[config.mk]
export PLATFORM = sky130hd
export DESIGN_NAME = note_tone_gen
export DESIGN_NICKNAME = d
export VERILOG_FILES = /design/src/rtl/note_tone_gen.sv
export SDC_FILE = /design/constraint.sdc
export NUM_CORES = 1
export LEC_CHECK = 0
export CORE_MARGIN = 2
export CORE_UTILIZATION = 50
export DETAILED_ROUTE_END_ITERATION = 10
export DONT_BUFFER_PORTS = 1
export GPL_ROUTABILITY_DRIVEN = 0
export GPL_TIMING_DRIVEN = 0
export HOLD_SLACK_MARGIN = 0.03
export PLACE_DENSITY = 0.75
export SETUP_SLACK_MARGIN = 0.05
export SLEW_MARGIN = 40
export SYNTH_ARGS = -nofsm -noshare
export SYNTH_HDL_FRONTEND = slang
export SYNTH_SLANG_ARGS = --single-unit
[constraint.sdc]
create_clock -name clk -period 3.5 [get_ports clk]
set_clock_uncertainty 0.15 [all_clocks]
set_input_delay 0.175 -clock clk [delete_from_list [all_inputs] [get_ports clk]]
set_output_delay 0.175 -clock clk [all_outputs]
set_load 0.02 [all_outputs]
[src/rtl/note_tone_gen.sv]
// note_tone_gen: fetches a MIDI note's half-period from the period ROM and plays it as a 50% square wave.
// Optional feature macro NOTE_TONE_OCT_EN adds oct_down[1:0], shifting the loaded half-period left with saturation.
module note_tone_gen #(
  parameter int unsigned PRESCALE = 16,
  parameter int unsigned ROM_LAT  = 1
) (
  input  logic        clk,
  input  logic        reset,
  input  logic [6:0]  note,
  input  logic        note_valid,
  output logic        note_ready,
  input  logic        note_off,
  output logic [6:0]  rom_ad,
  output logic        rom_ce,
  output logic        rom_oce,
  input  logic [15:0] rom_dout,
`ifdef NOTE_TONE_OCT_EN
  input  logic [1:0]  oct_down,
`endif
  output logic        tone,
  output logic        tone_active
);

  localparam int unsigned DW = 16;
  localparam int unsigned PW = (PRESCALE > 1) ? $clog2(PRESCALE) : 1;
  localparam int unsigned WW = 2;
  localparam logic [PW-1:0] PRE_LAST  = PW'(PRESCALE - 1);
  localparam logic [WW-1:0] WAIT_LAST = WW'(ROM_LAT - 2);

  typedef enum logic [2:0] {
    S_IDLE,
    S_FETCH,
    S_WAIT,
    S_LOAD,
    S_PLAY
  } state_t;

  state_t          state_q, state_d;
  logic            take_c;
  logic [DW-1:0]   hp_load_c;
  logic [DW-1:0]   hp_reg;
  logic [DW-1:0]   hp_cnt;
  logic [PW-1:0]   pre_cnt;
  logic            tick_q;
  logic [WW-1:0]   wait_cnt;

  assign rom_oce = 1'b1;

`ifdef NOTE_TONE_OCT_EN
  logic [DW+2:0] shifted_c;
  assign shifted_c = {3'b000, rom_dout} << oct_down;
  assign hp_load_c = (|shifted_c[DW+2:DW]) ? '1 : shifted_c[DW-1:0];
`else
  assign hp_load_c = rom_dout;
`endif

  // State register
  always_ff @(posedge clk) begin
    if (reset) state_q <= S_IDLE;
    else       state_q <= state_d;
  end

  // Next state; note_off overrides everything, including a same-cycle transfer
  always_comb begin
    state_d = state_q;
    take_c  = 1'b0;
    case (state_q)
      S_IDLE, S_PLAY: begin
        if (note_valid && note_ready) begin
          state_d = S_FETCH;
          take_c  = 1'b1;
        end
      end
      S_FETCH: state_d = (ROM_LAT > 1) ? S_WAIT : S_LOAD;
      S_WAIT:  if (wait_cnt == WAIT_LAST) state_d = S_LOAD;
      S_LOAD:  state_d = (hp_load_c == '0) ? S_IDLE : S_PLAY;
      default: state_d = S_IDLE;
    endcase
    if (note_off) begin
      state_d = S_IDLE;
      take_c  = 1'b0;
    end
  end

  // Datapath and registered outputs
  always_ff @(posedge clk) begin
    if (reset) begin
      note_ready  <= 1'b0;
      tone_active <= 1'b0;
      tone        <= 1'b0;
      rom_ce      <= 1'b0;
      rom_ad      <= '0;
      hp_reg      <= '0;
      hp_cnt      <= '0;
      pre_cnt     <= '0;
      tick_q      <= 1'b0;
      wait_cnt    <= '0;
    end else begin
      note_ready  <= (state_d == S_IDLE) || (state_d == S_PLAY);
      tone_active <= (state_d == S_PLAY);
      rom_ce      <= take_c;
      if (take_c) rom_ad <= note;
      wait_cnt    <= (state_q == S_WAIT) ? wait_cnt + WW'(1) : '0;

      if (note_off) begin
        tone   <= 1'b0;
        tick_q <= 1'b0;
      end else if (state_q == S_LOAD) begin
        hp_reg  <= hp_load_c;
        hp_cnt  <= '0;
        pre_cnt <= '0;
        tick_q  <= 1'b0;
        if (hp_load_c == '0) tone <= 1'b0;
      end else if ((state_q == S_PLAY) && !take_c) begin
        // Registered tick keeps accept-to-first-toggle at 2+ROM_LAT+hp*PRESCALE
        pre_cnt <= (pre_cnt == PRE_LAST) ? '0 : pre_cnt + PW'(1);
        tick_q  <= (pre_cnt == PRE_LAST);
        if (tick_q) begin
          if (hp_cnt == hp_reg - DW'(1)) begin
            hp_cnt <= '0;
            tone   <= ~tone;
          end else begin
            hp_cnt <= hp_cnt + DW'(1);
          end
        end
      end
    end
  end

endmodule

==> qor.txt, run 1 <==
Core Util, Final -> 59.5%
DRT iter0 DRCs -> 120
wire per inst -> 15.1 um
Clock power frac -> 34.3%
Leak Pwr -> 1.16 nW
area leader, netlist -> dfxtp_1
number of remaining DRC errors -> 0
H-tree depth -> 2
Net Sw Power -> 0.000253 W
status -> complete, no violations
net switching fraction of the power -> 24.4%
I/O Pins -> 39
Slew @ Worst Pin -> 0.630 ns
core area -> 5510 um2
die span in y -> 79.4 um
Rows -> 27
Root Driver -> clkbuf_8
Hold Crit Class -> input port to flip-flop
register-to-register setup slack -> 0.53 ns
Final #Nets -> 389
slowest cell delay on critical path -> 0.52 ns
HPWL after DPL -> 4480 um
Mapped Area -> 2850 um2
Setup Total Neg Slack -> 0 ns
Net Count, Synth -> 358
final instance area -> 3280 um2
required time of the critical path -> 3.56 ns
Total Power -> 0.00104 W
Vias -> 2437
router iterations before antenna repair -> 4
Seq cells post-synth -> 53
post-layout min period -> 2.97 ns
post-route insts no fill -> 431
CTS tree -> yes
CP endpoint kind -> flip-flop
largest net degree at the start of global routing -> 18
CP max FO -> 10
gr usage total -> 22.0%
Synth-to-Final Area Change -> 15.1%
number of synthesized flops with an enable pin -> 0
dominant synthesized flop cell -> dfxtp_1
CP arrival -> 3.03 ns
Horiz. Die Dim -> 79.4 um
Mapped Cells -> 327
count of cell types in the netlist -> 53
placed cell area -> 2940 um2
share of layout cells above drive strength 1 -> 11.4%
Synth Warn # -> 0
cell breakdown of the critical path -> inv_1 > ha_1 > nor3b_1 > nand3_2 > mux2i_1 > mux2i_1 > nor4_4 > nand3b_2 > a21oi_4 > buf_12 > nor3_2
synth top area cells -> dfxtp_1, nand2_1, xnor2_1
Hold Vio Cnt, Final -> 0
internal power -> 0.000783 W
first-pass GRT wire length -> 11000 um
Worst VDD drop -> 253 uV
CTS buffer count -> 5
vias in the first global route -> 2425
Crit path top cell by count -> mux2i_1
total wire length -> 6530 um
period utilisation layout -> 84.9%
setup violators final -> 0
Clk pin slew, worst setup/hold paths -> 0.10 ns
gr ovfl total -> 0
initial antenna violation count -> 0
critical path startpoint category -> flip-flop
RSZ-0062 raised after global routing -> false
Clock Latency Late Sink -> 0.31 ns
routed vias/inst -> 5.65
Synth top area share -> 37.3%
Crit-path slowest cell -> nor3b_1
Combinational Power Share -> 6.3%
total die area -> 6310 um2
CTS max path bufs -> 2
PD cells -> 316 nW/um2
port bufs -> 0
dpl cells -> 399
antenna-violating nets left -> 0
Avg Cell Area, Syn -> 8.70 um2
Async SR Flop Fraction -> 0%
initial core utilization -> 51.7%
Slew Limit Headroom -> 57.7%
sequential share of the synthesized area -> 37.3%
Flop pwr share -> 59.4%
n_diodes -> 0
max-cap viol count -> 0
clock tree sinks -> 53
fmax -> 0.336 GHz
CP Class -> flip-flop to flip-flop
Max Slew Vio Count -> 0
-- final cells by class --
class                           instances  area [um2]
Clock buffer                            5        68.8
Sequential cell                        53        1060
Tap cell                               72        90.1
Multi-Input combinational cell        249        1630
Inverter                                4        15.0
Clock inverter                          3        22.5
Timing Repair Buffer                   24         240
Buffer                                 21         150
Fill cell                             499        2230
-- placed cells by master (no fill, tap or decap), types with 2 or more instances in the layout --
| cell type | instances |
|---|---|
| nand4_1 | 10 |
| clkinv_4 | 2 |
| nor3_1 | 14 |
| a21oi_1 | 24 |
| xor2_1 | 15 |
| dlygate4sd3_1 | 24 |
| o21ai_0 | 5 |
| nor3b_1 | 4 |
| and3_1 | 3 |
| nand2_1 | 49 |
| nor4_1 | 11 |
| dfxtp_1 | 53 |
| mux2i_1 | 9 |
| nand3_2 | 2 |
| clkbuf_1 | 11 |
| clkbuf_2 | 2 |
| ha_1 | 4 |
| clkbuf_8 | 8 |
| a31oi_1 | 2 |
| nand3b_1 | 2 |
| a211oi_1 | 3 |
| xnor2_1 | 21 |
| nand2b_1 | 2 |
| buf_6 | 2 |
| and3b_1 | 2 |
| nor3_2 | 10 |
| inv_1 | 4 |
| nor2_1 | 23 |
| nor4_4 | 3 |
| buf_4 | 2 |
| nand3_1 | 9 |
-- logic make-up (layout without fill, tap and decap cells) --
family	after synthesis	count (layout)	synth area share, %
multiplexers	10	10	3.56
XOR/XNOR	36	36	11.1
AND/OR/NAND/NOR	151	151	29.8
other	1	1	0.132
AO/OA/AOI/OAI	47	47	10.6
adder cells (fa/ha/maj)	4	4	1.76
buffers and inverters	25	57	5.80
flip-flops	53	53	37.3
-- cell usage after synthesis (all sizes together) (5+ instances only) --
cell type and instances:
nand3 11, dfxtp 53, nand2 49, xor2 15
nor3 24, nand4 10, nor2 23, mux2i 9
buf 5, xnor2 21, clkbuf 16, a21oi 25
o21ai 5, nor4 14
-- worst max-delay path: cells and delay by family (launching register included) --
family / cells / cell delay [ns]
AND/OR/NAND/NOR: 5 / 1.25
flip-flops: 1 / 0.37
multiplexers: 2 / 0.31
AO/OA/AOI/OAI: 1 / 0.29
buffers and inverters: 2 / 0.25
adder cells (fa/ha/maj): 1 / 0.23
-- per-layer routing --
metal	global-route usage (%)	wire length, um	share of wire [%]
met3	4.64	269	4.1
met4	7.93	116	1.8
met5	0	0	0
met1	26.2	2850	44
met2	38.9	3290	50
-- final timing paths --
path,startpoint,end,cells past startpoint
setup reg to reg,hp_reg[0],hp_cnt[13],11
setup / recovery,hp_reg[0],hp_cnt[13],11
hold / removal,note_valid,rom_ce,2
hold reg to reg,wait_cnt[0],wait_cnt[0],1
-- power by group through the flow --
stage	combinational, W	sequential [W]	clock, W
after floorplan	0.0000333	0.000629	0
after global placement	0.0000412	0.000630	0
after detailed placement	0.0000430	0.000629	0
after CTS	0.0000646	0.000616	0.000362
after global routing	0.0000705	0.000616	0.000389
final	0.0000655	0.000616	0.000355
-- stage by stage --
step | hold slack [ns] | worst slack (ns)
final | 0.0323 | 0.528
after global placement | 0.164 | 0.645
after CTS | 0.0344 | 0.550
after global routing | 0.0597 | 0.289
after floorplan | 0.161 | 0.997
after detailed placement | 0.168 | 0.630
-- timing repair --
action,4_1_cts,5_1_grt
buffers inserted,0,0
hold buffers,24,0
gates resized for setup,0,0
setup endpoints to repair,0,0
endpoints found under the hold margin,25,0
(Power assumes the default switching activity.)
==> run 2, diff against run 1 <==
--- a/config.mk
+++ b/config.mk
@@ -12,7 +12,7 @@
 export GPL_ROUTABILITY_DRIVEN = 0
 export GPL_TIMING_DRIVEN = 0
 export HOLD_SLACK_MARGIN = 0.03
-export PLACE_DENSITY = 0.75
+export PLACE_DENSITY = 0.78
 export SETUP_SLACK_MARGIN = 0.05
 export SLEW_MARGIN = 40
 export SYNTH_ARGS = -nofsm -noshare
==> constraint.sdc (replaced) <==
create_clock -name clk -period 2.4 [get_ports clk]
set_clock_uncertainty 0.15 [all_clocks]
set_input_delay 0.12 -clock clk [delete_from_list [all_inputs] [get_ports clk]]
set_output_delay 0.12 -clock clk [all_outputs]
set_load 0.02 [all_outputs]
==> run 2 against run 1 <==
The run now ends with setup timing left. Routed wire length up 11%. Register-to-register slack worse by 0.63 ns. Sequential share of layout area down 1.9 points. First-iteration DRC count down 1.7%. Critical path depth unchanged. Maximum frequency up 19%. Final area up 7.6%. Via count up 2.6%. Count of clock-buffer cells in the layout unchanged. Utilization up 4.5 points. Non-clock buffer count up 8. Combinational power up 47%. Critical path type unchanged. Largest cell class unchanged. Highest routed layer unchanged.
==> qor.txt, run 2 (synthesis gave the netlist of run 1 again) <==
status -> finished with violations
failing checks -> setup timing
slowest cell delay on critical path -> 0.37 ns
Core Util, Final -> 64.0%
router iterations before antenna repair -> 4
commonest non-fill, non-tap cell in the layout -> nand2_1
CP endpoint kind -> flip-flop
CP Class -> flip-flop to flip-flop
setup violators final -> 16
PD cells -> 493 nW/um2
number of remaining DRC errors -> 0
Hold Vio Cnt, Final -> 0
CP bufs+invs -> 2
Final #Nets -> 397
total die area -> 6310 um2
Hold Slack -> 0.100 ns
max-cap viol count -> 0
port bufs -> 0
Clock Latency Late Sink -> 0.32 ns
CTS max path bufs -> 2
Synth-to-Final Area Change -> 23.9%
post-layout min period -> 2.50 ns
RSZ-0062 raised after global routing -> true
Slew @ Worst Pin -> 0.689 ns
placed cell area -> 2960 um2
core area -> 5510 um2
final worst setup slack -> -0.103 ns
I/O Pins -> 39
period utilisation layout -> 104%
DRT iter0 DRCs -> 118
CP arrival -> 2.60 ns
dpl cells -> 399
H-tree depth -> 2
fmax -> 0.399 GHz
gr usage total -> 25.3%
post-route insts no fill -> 439
CTS buffer count -> 5
Hold Crit Class -> input port to flip-flop
total wire length -> 7240 um
initial antenna violation count -> 0
Root Driver -> clkbuf_8
share of layout cells above drive strength 1 -> 20.2%
die span in y -> 79.4 um
Clk pin slew, worst setup/hold paths -> 0.10 ns
Worst VDD drop -> 312 uV
initial core utilization -> 51.7%
final instance area -> 3530 um2
Horiz. Die Dim -> 79.4 um
Slew Limit Headroom -> 53.6%
Vias -> 2501
wire per inst -> 16.5 um
gr ovfl total -> 0
HPWL after DPL -> 4580 um
Crit path top cell by count -> mux2i_2
routed vias/inst -> 5.70
Leak Pwr -> 1.26 nW
Max Slew Vio Count -> 0
CP max FO -> 4
Crit-path slowest cell -> dfxtp_4
vias in the first global route -> 2630
DP Worst Slack -> -0.233 ns
cell breakdown of the critical path -> inv_4 > ha_4 > nor3b_4 > buf_4 > nand3_4 > mux2i_2 > mux2i_2 > nor4_4 > nand3_2 > a211o_1 > a31oi_1
CP top delay family -> simple AND/OR/NAND/NOR gates
required time of the critical path -> 2.50 ns
clock tree sinks -> 53
highest-count cells in the layout ignoring fill and taps -> nand2_1, dfxtp_1, dlygate4sd3_1
n_diodes -> 0
antenna-violating nets left -> 0
first-pass GRT wire length -> 12300 um
critical path startpoint category -> flip-flop
Rows -> 27
CTS tree -> yes
largest net degree at the start of global routing -> 18
-- run 2: changes by cell type in the layout (fill, tap and decap cells not counted), sizes merged --
cell	previous run	this run
dlygate4sd3	24	25
clkinv	3	0
buf	5	14
clkbuf	21	19
bufinv	0	2
inv	4	5
-- run 2: worst register-to-register path, stage by stage (launching register included) --
cell	delay, ns
dfxtp_4	0.37
inv_4	0.06
ha_4	0.14
nor3b_4	0.24
buf_4	0.16
nand3_4	0.07
mux2i_2	0.19
mux2i_2	0.12
nor4_4	0.35
nand3_2	0.16
a211o_1	0.29
a31oi_1	0.15
-- run 2: per-stage QoR --
| stage | power (W) | setup TNS, ns |
|---|---|---|
| floorplan | 0.000965 | 0 |
| global placement | 0.000977 | -2.15 |
| detailed placement | 0.000980 | -2.87 |
| CTS | 0.00174 | -0.231 |
| global route | 0.00179 | -3.34 |
| finish | 0.00174 | -1.24 |
-- run 2: routing by layer --
layer  GRT usage (%)  vias to the layer above  share of wire, %
met3            6.79                       18               4.6
met2            42.6                       69                51
met4            11.4                        0               2.5
met5               0                        -                 0
met1            29.9                     1188                42
li1                -                     1226                 -
-- run 2: layout make-up --
type / instances / area [um2]
Buffer: 17 / 114
Clock buffer: 5 / 68.8
Clock inverter: 3 / 68.8
Fill cell: 424 / 1980
Inverter: 4 / 17.5
Multi-Input combinational cell: 249 / 1740
Sequential cell: 53 / 1070
Tap cell: 72 / 90.1
Timing Repair Buffer: 36 / 348
-- run 2: path summary, 6_finish.rpt --
| kind | startpoint | to | slack (ns) | depth (start not counted) |
|---|---|---|---|---|
| setup / recovery | hp_reg[0] | tone | -0.10 | 11 |
| hold / removal | rom_dout[15] | tone | 0.10 | 4 |
| setup reg to reg | hp_reg[0] | tone | -0.10 | 11 |
| hold reg to reg | wait_cnt[0] | wait_cnt[0] | 0.30 | 1 |
-- run 2: power breakdown --
group / leakage [nW] / internal [W] / switching (W) / total (W)
sequential: 0.432 / 0.000884 / 0.0000140 / 0.000898
combinational: 0.761 / 0.0000487 / 0.0000472 / 0.0000960
clock: 0.0687 / 0.000420 / 0.000324 / 0.000744
total: 1.26 / 0.00135 / 0.000385 / 0.00174
-- run 2: timing repair --
action | in CTS | in global routing
hold buffers | 25 | 0
cloned | 1 | 0
pin swaps | 22 | 11
hold endpoints to repair | 26 | 0
gates resized for setup | 28 | 12
endpoints found under the setup margin | 17 | 27
buffers inserted | 11 | 1
==> run 3, diff against run 2 <==
--- a/config.mk
+++ b/config.mk
@@ -5,6 +5,7 @@
 export SDC_FILE = /design/constraint.sdc
 export NUM_CORES = 1
 export LEC_CHECK = 0
+export ABC_AREA = 1
 export CORE_MARGIN = 2
 export CORE_UTILIZATION = 50
 export DETAILED_ROUTE_END_ITERATION = 10
==> run 3 against run 2 <==
The run now ends clean. Die area grew 7.4%. Area after synthesis grew 7.8%. Sequential share of layout area shrank 0.65 points. Final area grew 1.1%. Sequential power is essentially flat. Largest cell class unchanged.
==> qor.txt, run 3 <==
Synth top area share -> 34.6%
HPWL after DPL -> 5390 um
gr ovfl total -> 0
CTS buffer count -> 5
Hold Slack -> 0.0997 ns
CP Class -> flip-flop to flip-flop
CP bufs+invs -> 2
n_diodes -> 0
Async SR Flop Fraction -> 0%
Horiz. Die Dim -> 82.3 um
PD cells -> 425 nW/um2
initial core utilization -> 51.8%
Crit-path slowest cell -> dfxtp_2
Synth-to-Final Area Change -> 16.2%
routed length on met2 -> 3630 um
initial antenna violation count -> 0
clock tree sinks -> 53
Mapped Cells -> 431
highest-count cells in the layout ignoring fill and taps -> nand2_1, nor2_1, dfxtp_1
CP top delay family -> simple AND/OR/NAND/NOR gates
status -> complete, no violations
Vias -> 2922
Filler Cell Count -> 497
routed vias/inst -> 5.37
Synth Warn # -> 0
Net Sw Power -> 0.000373 W
setup violators final -> 0
total wire length -> 7550 um
CP endpoint kind -> flip-flop
sequential cell area -> 1060 um2
M1 wire length -> 3060 um
Combinational Power Share -> 7.0%
synth top area cells -> dfxtp_1, nand2_1, nor2_1
CP max FO -> 10
Mapped Area -> 3070 um2
Max Slew Vio Count -> 0
fmax -> 0.452 GHz
slowest cell delay on critical path -> 0.38 ns
CTS tree -> yes
die span in y -> 82.3 um
Leak Pwr -> 1.51 nW
max-cap viol count -> 0
dpl cells -> 506
CTS max path bufs -> 2
area leader, netlist -> dfxtp_1
net switching fraction of the power -> 24.7%
wire per inst -> 13.9 um
uppermost routed layer -> met4
dominant synthesized flop cell -> dfxtp_1
H-tree depth -> 2
vias in the first global route -> 2788
Seq cells post-synth -> 53
path length in cells of the critical path -> 12
multi-input combinational cell area -> 1800 um2
Clock power frac -> 33.7%
sequential share of the synthesized area -> 34.6%
port bufs -> 0
cell breakdown of the critical path -> inv_4 > ha_4 > xnor2_1 > nor2_1 > nand3_1 > nor2_2 > nand4_1 > o21bai_2 > nand2_2 > nand2_4 > buf_8 > nor2_1
critical path startpoint category -> flip-flop
Root Driver -> clkbuf_8
CP arrival -> 2.28 ns
count of cell types in the netlist -> 40
share of layout cells above drive strength 1 -> 13.0%
Worst VDD drop -> 416 uV
antenna-violating nets left -> 0
Crit path top cell by count -> nor2_1
Hold Vio Cnt, Final -> 0
Rows -> 28
router iterations before antenna repair -> 4
Avg Cell Area, Syn -> 7.12 um2
Final #Nets -> 499
total die area -> 6780 um2
gr usage total -> 23.8%
first-pass GRT wire length -> 12400 um
internal power -> 0.00114 W
met3 routed wirelength -> 479 um
WHS Path Cells -> 4
largest net degree at the start of global routing -> 17
Clk pin slew, worst setup/hold paths -> 0.10 ns
commonest non-fill, non-tap cell in the layout -> nand2_1
Setup Total Neg Slack -> 0 ns
period utilisation layout -> 92.2%
DRT iter0 DRCs -> 160
required time of the critical path -> 2.46 ns
commonest cells in the netlist -> nand2_1, nor2_1, dfxtp_1
Net Count, Synth -> 462
Flop pwr share -> 59.3%
post-route insts no fill -> 544
Slew @ Worst Pin -> 0.580 ns
Clock Latency Late Sink -> 0.32 ns
path depth of the worst reg2reg path -> 12
I/O Pins -> 39
RSZ-0062 raised after global routing -> false
Slew Limit Headroom -> 61.0%
core area -> 5920 um2
number of synthesized flops with an enable pin -> 0
post-layout min period -> 2.21 ns
cell with the most instances after synthesis -> nand2_1
Hold Crit Class -> input port to flip-flop
number of remaining DRC errors -> 0
run 3: cell type report:
class	count	share of cell area, %
inverter	42	4.56
timing repair buffer	30	8.21
tap	75	2.63
clock buffer	6	2.04
sequential	53	29.8
multi-input combinational	326	50.6
buffer	10	1.68
clock inverter	2	0.421
run 3: path summary, 6_finish.rpt:
path	from	to	slack [ns]
min reg2reg	wait_cnt[0]	wait_cnt[0]	0.27
max	hp_reg[0]	hp_cnt[14]	0.19
max reg2reg	hp_reg[0]	hp_cnt[14]	0.19
min	rom_dout[7]	tone_active	0.1
run 3: stage by stage:
step / worst slack, ns / cell area [um2] / util [%] / power, W
after global routing: 0.0520 / 3560 / 60.2 / 0.00158
final: 0.187 / 3560 / 60.2 / 0.00151
after floorplan: 0.348 / 3070 / - / 0.000970
after detailed placement: 0.00202 / 3160 / 53.4 / 0.000985
after global placement: 0.0742 / 3160 / 53.4 / 0.000983
after CTS: 0.115 / 3520 / 59.5 / 0.00152
run 3: cell families after synthesis:
family | synth area share, %
simple gates | 38.0
compound gates | 9.67
flops | 34.6
buf+inv | 7.18
xor+xnor | 8.52
fa+ha+maj | 1.63
other cells | 0.122
mux | 0.326
run 3: metal layers:
metal	GRT usage, %	up-vias
li1	-	1468
met1	27.5	1331
met2	38.7	93
met3	6.09	30
met4	15.7	0
met5	0	-
run 3: power groups by stage:
stage | Combinational (W) | Clock (W) | Sequential [W]
4_1_cts | 0.000102 | 0.000518 | 0.000898
3_5_place_dp | 0.0000659 | 0 | 0.000919
6_report | 0.000106 | 0.000510 | 0.000898
3_3_place_gp | 0.0000644 | 0 | 0.000919
2_1_floorplan | 0.0000524 | 0 | 0.000917
5_1_grt | 0.000116 | 0.000561 | 0.000900
run 3: repair_timing:
action | CTS | global route
setup endpoints to repair | 10 | 18
cloned | 0 | 0
resized for setup | 2 | 8
hold buffers | 27 | 0
buffers inserted | 0 | 3
hold endpoints to repair | 30 | 0
pin swaps | 0 | 5
run 3: worst min-delay path, cell delays in order:
cell	delay [ns]
nor4_1	0.04
nand4_1	0.08
nand2_1	0.09
a211oi_1	0.19
